File: config.mk
export PLATFORM = sky130hd
export DESIGN_NAME = mem_arbiter
export DESIGN_NICKNAME = d
export VERILOG_FILES = /design/src/rtl/mem_arbiter.sv
export SDC_FILE = /design/constraint.sdc
export NUM_CORES = 1
export LEC_CHECK = 0
export CORE_AREA = 2 2 106 108
export CTS_BUF_LIST = sky130_fd_sc_hd__clkbuf_2 sky130_fd_sc_hd__clkbuf_4 sky130_fd_sc_hd__clkbuf_8
export DETAILED_ROUTE_END_ITERATION = 6
export DIE_AREA = 0 0 108 110
export PLACE_DENSITY = 0.79
export SYNTH_ARGS = -nofsm -noshare
export SYNTH_HDL_FRONTEND = slang
export SYNTH_SLANG_ARGS = --single-unit
export TNS_END_PERCENT = 5
File: constraint.sdc
create_clock -name clk -period 2.7 [get_ports clk]
set_input_delay 0.27 -clock clk [delete_from_list [all_inputs] [get_ports clk]]
set_output_delay 0.27 -clock clk [all_outputs]
set_load 0.005 [all_outputs]
File: src/rtl/mem_arbiter.sv
// mem_arbiter: two-requester (fetch/data) arbiter onto a single memory port,
// with alternating priority under contention and a per-transaction watchdog.
`default_nettype none

module mem_arbiter #(
  parameter int unsigned TIMEOUT = 255
) (
  input  logic        clk,
  input  logic        reset_n,
  input  logic        i_req,
  input  logic [31:0] i_addr,
  output logic        i_ack,
  output logic [31:0] i_data,
  input  logic        d_req,
  input  logic [31:0] d_addr,
  input  logic        d_write,
  input  logic [31:0] d_wdata,
  input  logic        d_extend,
  input  logic [1:0]  d_width,
  output logic        d_ack,
  output logic [31:0] d_rdata,
  output logic        mem_req,
  output logic [31:0] mem_addr,
  output logic        mem_write,
  output logic [31:0] mem_data_out,
  output logic        mem_extend,
  output logic [1:0]  mem_width,
  input  logic        mem_ack,
  input  logic [31:0] mem_data_in,
  output logic [1:0]  owner,
  output logic        timeout_err
);

  typedef enum logic [1:0] {
    S_IDLE  = 2'd0,
    S_GNT_I = 2'd1,
    S_GNT_D = 2'd2
  } state_t;

  localparam logic [15:0] C_WLIMIT = 16'(TIMEOUT - 1);

  state_t      r_state, w_next;
  logic        r_last_d, w_last_d_next;
  logic [15:0] r_wcnt, w_wcnt_next;
  logic        w_sel_i, w_sel_d, w_ack, w_force;

  always_ff @(posedge clk or negedge reset_n) begin
    if (!reset_n) begin
      r_state  <= S_IDLE;
      r_last_d <= 1'b0;
      r_wcnt   <= 16'd0;
    end else begin
      r_state  <= w_next;
      r_last_d <= w_last_d_next;
      r_wcnt   <= w_wcnt_next;
    end
  end

  always_comb begin
    w_next        = r_state;
    w_last_d_next = r_last_d;
    w_wcnt_next   = r_wcnt;
    w_sel_i       = 1'b0;
    w_sel_d       = 1'b0;
    w_ack         = 1'b0;
    w_force       = 1'b0;
    case (r_state)
      S_IDLE: begin
        // Gated by reset_n so nothing is granted or acked while reset is held.
        if (reset_n) begin
          if (d_req && (!i_req || !r_last_d)) w_sel_d = 1'b1;
          else if (i_req)                    w_sel_i = 1'b1;
        end
        if (w_sel_i || w_sel_d) begin
          if (mem_ack) begin
            w_ack = 1'b1;
          end else begin
            w_next      = w_sel_d ? S_GNT_D : S_GNT_I;
            w_wcnt_next = 16'd0;
          end
        end
      end
      S_GNT_I, S_GNT_D: begin
        w_sel_i = (r_state == S_GNT_I) && i_req;
        w_sel_d = (r_state == S_GNT_D) && d_req;
        if (!(w_sel_i || w_sel_d)) begin
          w_next = S_IDLE;
        end else if (mem_ack) begin
          w_ack  = 1'b1;
          w_next = S_IDLE;
        end else if (r_wcnt == C_WLIMIT) begin
          w_force = 1'b1;
          w_next  = S_IDLE;
        end else begin
          w_wcnt_next = r_wcnt + 16'd1;
        end
      end
      default: w_next = S_IDLE;
    endcase
    if (w_ack || w_force) w_last_d_next = w_sel_d;
  end

  always_comb begin
    mem_req      = w_sel_i | w_sel_d;
    mem_addr     = 32'd0;
    mem_write    = 1'b0;
    mem_data_out = 32'd0;
    mem_extend   = 1'b0;
    mem_width    = 2'b00;
    if (w_sel_d) begin
      mem_addr     = d_addr;
      mem_write    = d_write;
      mem_data_out = d_wdata;
      mem_extend   = d_extend;
      mem_width    = d_width;
    end else if (w_sel_i) begin
      mem_addr  = i_addr;
      mem_width = 2'b10;
    end
  end

  // A forced completion returns zero data rather than whatever is on the bus.
  assign i_ack       = w_sel_i & (w_ack | w_force);
  assign d_ack       = w_sel_d & (w_ack | w_force);
  assign i_data      = (w_sel_i && w_ack) ? mem_data_in : 32'd0;
  assign d_rdata     = (w_sel_d && w_ack) ? mem_data_in : 32'd0;
  assign timeout_err = w_force;
  assign owner       = {w_sel_d | (r_state == S_GNT_D), w_sel_i | (r_state == S_GNT_I)};

endmodule

`default_nettype wire

# After elaboration in Yosys (flattened, before gate mapping)

Cells that the tools add are included.

Register bits: 19
Input bits: 137
Output and inout bits: 138

$add $sub $neg: 1
Equal/unequal tests: 9
Muxes and demuxes: 39
Bitwise logic cells: 6
Reductions and logical operators: 16

Operators by type and width:

| kind                  | number |
|---|---|
| $mux 32               | 5 |
| $mux 16               | 5 |
| $pmux 16 s2           | 1 |
| $add 16x1->16 const B | 1 |
| $eq 16x8->1 const B   | 1 |
| $mux 1                | 16 |
| $mux 2                | 8 |
| $ne 2x2->1 const B    | 5 |
| $pmux 1 s2            | 3 |
| $reduce_and 6->1      | 1 |
| $logic_and 1x1->1     | 5 |
| $logic_or 1x1->1      | 4 |
| $ne 4x4->1 const B    | 1 |
| $or 1x1->1            | 4 |
| $pmux 2 s2            | 1 |
| $reduce_and 3->1      | 1 |
| $and 1x1->1           | 2 |
| $eq 2x1->1 const B    | 1 |
| $eq 2x2->1 const B    | 1 |
| $logic_not 1->1       | 2 |
| $logic_not 2->1       | 1 |
| $reduce_bool 2->1     | 1 |
| $reduce_or 2->1       | 1 |

# Logic depth before layout (Yosys ltp)

Word-level depth: 11
Mapped depth: 8

# Worst setup path before layout

Ideal clock, no wire load.

Kind: flip-flop to output port
Start point: reg r_state[0]
End point: out mem_addr[22]
Arrival time: 1.785 ns
Data required time: 2.430 ns
Path slack: 0.645 ns
Cell stages (with the launch flop): 9
Cell sequence: dfrtp_1 inv_1 ha_1 nand2_1 o21ai_0 nand3b_1 nor2_1 buf_2 a22o_1

Word-level cells in the longest chain between the ends: 5
Elaborated cells between the ends (all ways): 10
Those cells by class: 2 x eq/ne; 4 x mux; 4 x reduce/logical

RTL lines:

| what                                                        | line       | RTL |
|---|---|---|
| from (decl)                                                 | 42         | `state_t r_state, w_next;` |
| from (signal assigned)                                      | 53         | `r_state <= w_next;` |
| $eq 2x1->1 / $eq 2x2->1 (equally long branches)             | 67, 84, 85 |  |
| $reduce_or 2->1 / $logic_and 1x1->1 (equally long branches) | 67, 84     |  |
| $pmux 1 s2                                                  | 67         | `case (r_state)` |
| $mux 32                                                     | 116        | `end else if (w_sel_i) begin` |
| $mux 32 (*)                                                 | 110        | `if (w_sel_d) begin` |
| to (decl)                                                   | 23         | `output logic [31:0] mem_addr,` |

Mark *: on every way between the ends. The rest lies on a longest branch, timed or not.

# Final worst setup path

Start point: in reset_n
End point: out d_rdata[22]

Word-level cells in the longest chain between the ends: 7
Elaborated cells between the ends (all ways): 10
Those cells by class: 8 x mux; 2 x reduce/logical

RTL lines:

| what                  | line | RTL |
|---|---|---|
| from (decl)           | 9    | `input logic reset_n,` |
| $mux 1                | 70   | `if (reset_n) begin` |
| $mux 1                | 67   |  |
| $logic_or 1x1->1      | 74   | `if (w_sel_i \|\| w_sel_d) begin` |
| $mux 1                | 74   |  |
| $pmux 1 s2            | 67   |  |
| $logic_and 1x1->1 (*) | 126  | `assign d_rdata = (w_sel_d && w_ack) ? mem_data_in : 32'd0;` |
| $mux 32 (*)           | 126  |  |
| to (decl)             | 21   | `output logic [31:0] d_rdata,` |

Mark *: on every way between the ends. The rest lies on a longest branch, timed or not. The select of a mux whose other input is x is not followed.

==> impl_metrics.py <==
metrics = {
    "sta": {
        "hold_violations": 0,
        "tightest_slew_ns": 0.563,
        "grt_setup_unrepaired": "true",
        "maxSlewViolCount": 0,
        "setup_slack_ns": -0.0138,
        "skew_ns": 0.00332,
        "period_share": 1.01,
        "max_freq_ghz": 0.368,
        "maxSlewHeadroom": 0.623,
        "min_period_ns": 2.71,
        "finalSetupViolations": 9,
    },
    "worst_setup_path": {
        "cp_cell_sequence": "clkdlybuf4s50_1, buf_4, nand2_1, o32ai_2, buf_6, and3_1, clkdlybuf4s50_1",
        "crit_end": "d_rdata[22]",
        "r2r_slack_ns": 0.41,
        "path_depth": 7,
        "end_kind": "output port",
        "crit_buf_inv": 4,
        "crit_family": "buffers and inverters",
        "crit_required_ns": 2.43,
        "cp.arrival_ns": 2.44,
        "worstSetupStartpoint": "reset_n",
        "r2r_end": "r_wcnt[12]",
        "critPathMaxFanout": 32,
        "setup.worst_path.class": "in2out",
        "crit_path_top_delay_cell": "clkdlybuf4s50_1",
        "worstSetupStartpointType": "input pin",
        "worstRegToRegCells": 8,
        "slowest_delay_ns": 0.57,
        "path_common_cell": "clkdlybuf4s50_1",
        "rr_startpoint": "r_state[0]",
    },
    "layout": {
        "fin_util": 0.522,
        "syn_to_final_growth_pct": 139,
        "multi_input_area_um2": 1870,
        "instances_no_fill": 734,
        "final-seq-area_um2": 475,
        "nFillCells": 994,
        "final_net_count": 735,
        "drive_gt1_frac": 0.168,
    },
    "grt": {
        "grt_pass1_wl_um": 22900,
        "groute.usage.overall": 0.268,
        "grt_pass1_vias": 3517,
        "antenna_found_initial": 8,
        "grt_overflow": 0,
        "grt_max_degree": 34,
    },
    "placed_design": {
        "dp_hpwl_um": 14300,
        "port_buffers": 274,
        "dp_cells": 716,
        "gp_congestion": 0.980,
    },
    "synthesis": {
        "synth_nets": 444,
        "yosysWarnings": 0,
        "ys_seq_area_frac": 0.203,
        "synth_common_cells": "and2_1 (68), and3_1 (34), a22o_1 (32), nand2_1 (28), dfrtp_1 (19)",
        "ys_ff_latch": 19,
        "synth_edf_count": 0,
        "async_flop_share": 1.00,
        "post-synth-top-count-cell": "and2_1",
        "synth_area_leaders": "dfrtp_1 (20%), and2_1 (18%), a22o_1 (12%)",
        "yosysUniqueCellTypes": 48,
        "syn_inst": 301,
        "synth.top_cell.area_share": 0.203,
        "synth_top_area_cell": "dfrtp_1",
        "synth.cell_area_um2": 2340,
        "syn_avg_cell_area_um2": 7.77,
        "synth_ff_type": "dfrtp_1",
    },
    "job": {
        "maxCapViolCount": 0,
    },
    "status": {
        "failed_checks": "setup timing",
        "status": "finished with violations",
    },
    "die": {
        "chipWidth_um": 108,
        "core_um2": 10700,
        "rows": 38,
        "die_h_um": 110,
        "io_pins": 275,
        "dieArea_um2": 11900,
        "initial_core_util": 0.219,
    },
    "cts": {
        "cts_tree": "done",
        "numCtsBuffers": 3,
        "cts_hold_buf": 0,
        "clock-sinks": 19,
        "clkLatencyLatePin_ns": 0.26,
        "clk_pin_slew_ns": 0.07,
        "root_buffer": "clkbuf_8",
        "cts_max_path_buffers": 2,
        "htree_levels": 1,
    },
    "drt": {
        "avgRoutedWirePerCell_um": 23.3,
        "drt_pass1_iterations": 5,
        "vias": 3645,
        "wirelength_um": 17100,
        "dr.first_iter.drc_count": 260,
        "drc": 0,
        "vias_per_cell": 4.97,
        "drtAntennaViolNets": 0,
    },
    "power": {
        "power_per_cell_area_nw_per_um2": 550,
        "irDropWorstVdd_mv": 0.256,
        "p_leak_nw": 2.75,
    },
    "worst_hold_path": {
        "holdCritPathClass": "in2async",
    },
}
==> cell families after synthesis <==
family                     count (synthesis)  synth area share
muxes                                      1           0.00428
DFF                                       19             0.203
AOI/OAI and AO/OA                         58             0.202
adders and majority gates                  6            0.0321
and+or+nand+nor                          188             0.502
buffers and inverters                     26            0.0455
xor gates and xnor gates                   3            0.0112
==> registers in the layout (all words and copies together), names as in the netlist <==
register and count:
r_wcnt 16, r_last_d 1, r_state 2
==> layout by cell type (no fill, tap or decap), types with 2 or more instances in the layout <==
cell type and count:
dlymetal6s2s_1 12, inv_1 3, and3_1 34, nand2b_1 3, nor4_1 2, o31ai_1 4
inv_2 2, or2_2 2, clkdlybuf4s50_1 197, clkdlybuf4s15_1 2, xnor2_1 3, o21ai_0 3
nor4b_2 3, and2_1 60, a22o_1 29, or4b_1 2, and4_4 2, nand4_1 2
nand3_2 3, ha_1 5, o21ai_1 2, or4_1 6, a22o_4 3, nand3b_1 2
nand3_1 14, buf_16 2, buf_4 22, and2_4 8, buf_12 6, buf_6 2
a21oi_1 5, dlygate4sd2_1 38, nor2_1 5, clkbuf_8 3, dfrtp_1 19, diode_2 3
clkbuf_2 25, nand2_1 28
==> worst register-to-register path: stages (launching register included) <==
cell	delay (ns)
dfrtp_1	0.42
inv_2	0.08
ha_4	0.30
buf_4	0.19
nor3b_4	0.23
buf_4	0.17
nand4_4	0.15
or4_1	0.50
a21oi_1	0.17
==> cell type report <==
cell class,instances,share of cell area
multi-input cells,256,0.335
diodes,3,0.00134
clock buffers,4,0.00873
repair buffers,307,0.535
flip-flops and latches,19,0.0851
inverters,5,0.00336
well taps,140,0.0313
==> worst min-delay path by stage <==
stage / to / cells after the start / slack [ns]
after detailed placement: r_wcnt[6] / 1 / 0.51
after floorplan: r_last_d / 0 / -0.03
after global routing: r_wcnt[1] / 2 / 0.44
final: r_wcnt[1] / 2 / 0.44
after CTS: r_wcnt[1] / 2 / 0.40
after global placement: r_wcnt[5] / 2 / 0.51
==> report_power, final <==
group,internal [mW],switching (mW)
combinational,1.37,1.09
clock,0.115,0.0960
sequential,0.332,0.0650
==> stage by stage <==
| step | setup TNS [ns] | area [um^2] | power [mW] | hold WS (ns) | setup slack, ns |
|---|---|---|---|---|---|
| 3_3_place_gp | -0.699 | 5410 | 2.61 | 0.508 | -0.0391 |
| 4_1_cts | -0.192 | 5560 | 2.97 | 0.399 | -0.0340 |
| 6_report | -0.0615 | 5590 | 3.07 | 0.444 | -0.0138 |
| 3_5_place_dp | -3.48 | 5410 | 2.67 | 0.510 | -0.130 |
| 2_1_floorplan | 0 | 2340 | 1.33 | -0.0256 | 0.645 |
| 5_1_grt | -3.06 | 5580 | 3.27 | 0.435 | -0.0875 |
==> per-layer routing <==
layer / track usage / routed length (um) / up-vias / share of wire
li1: - / - / 1675 / -
met1: 0.385 / 7410 / 1689 / 0.43
met2: 0.363 / 6990 / 246 / 0.41
met3: 0.139 / 2570 / 23 / 0.15
met4: 0.0284 / 80 / 12 / 0.0047
met5: 0 / 72 / - / 0.0042
==> repair_timing <==
action / 4_1_cts / 5_1_grt
endpoints found under the setup margin: 135 / 112
pin swaps: 6 / 2
cloned: 2 / 1
setup buffers: 6 / 2
resized for setup: 78 / 79
hold endpoints to repair: 0 / 0
Power figures use the tool's default switching activity.
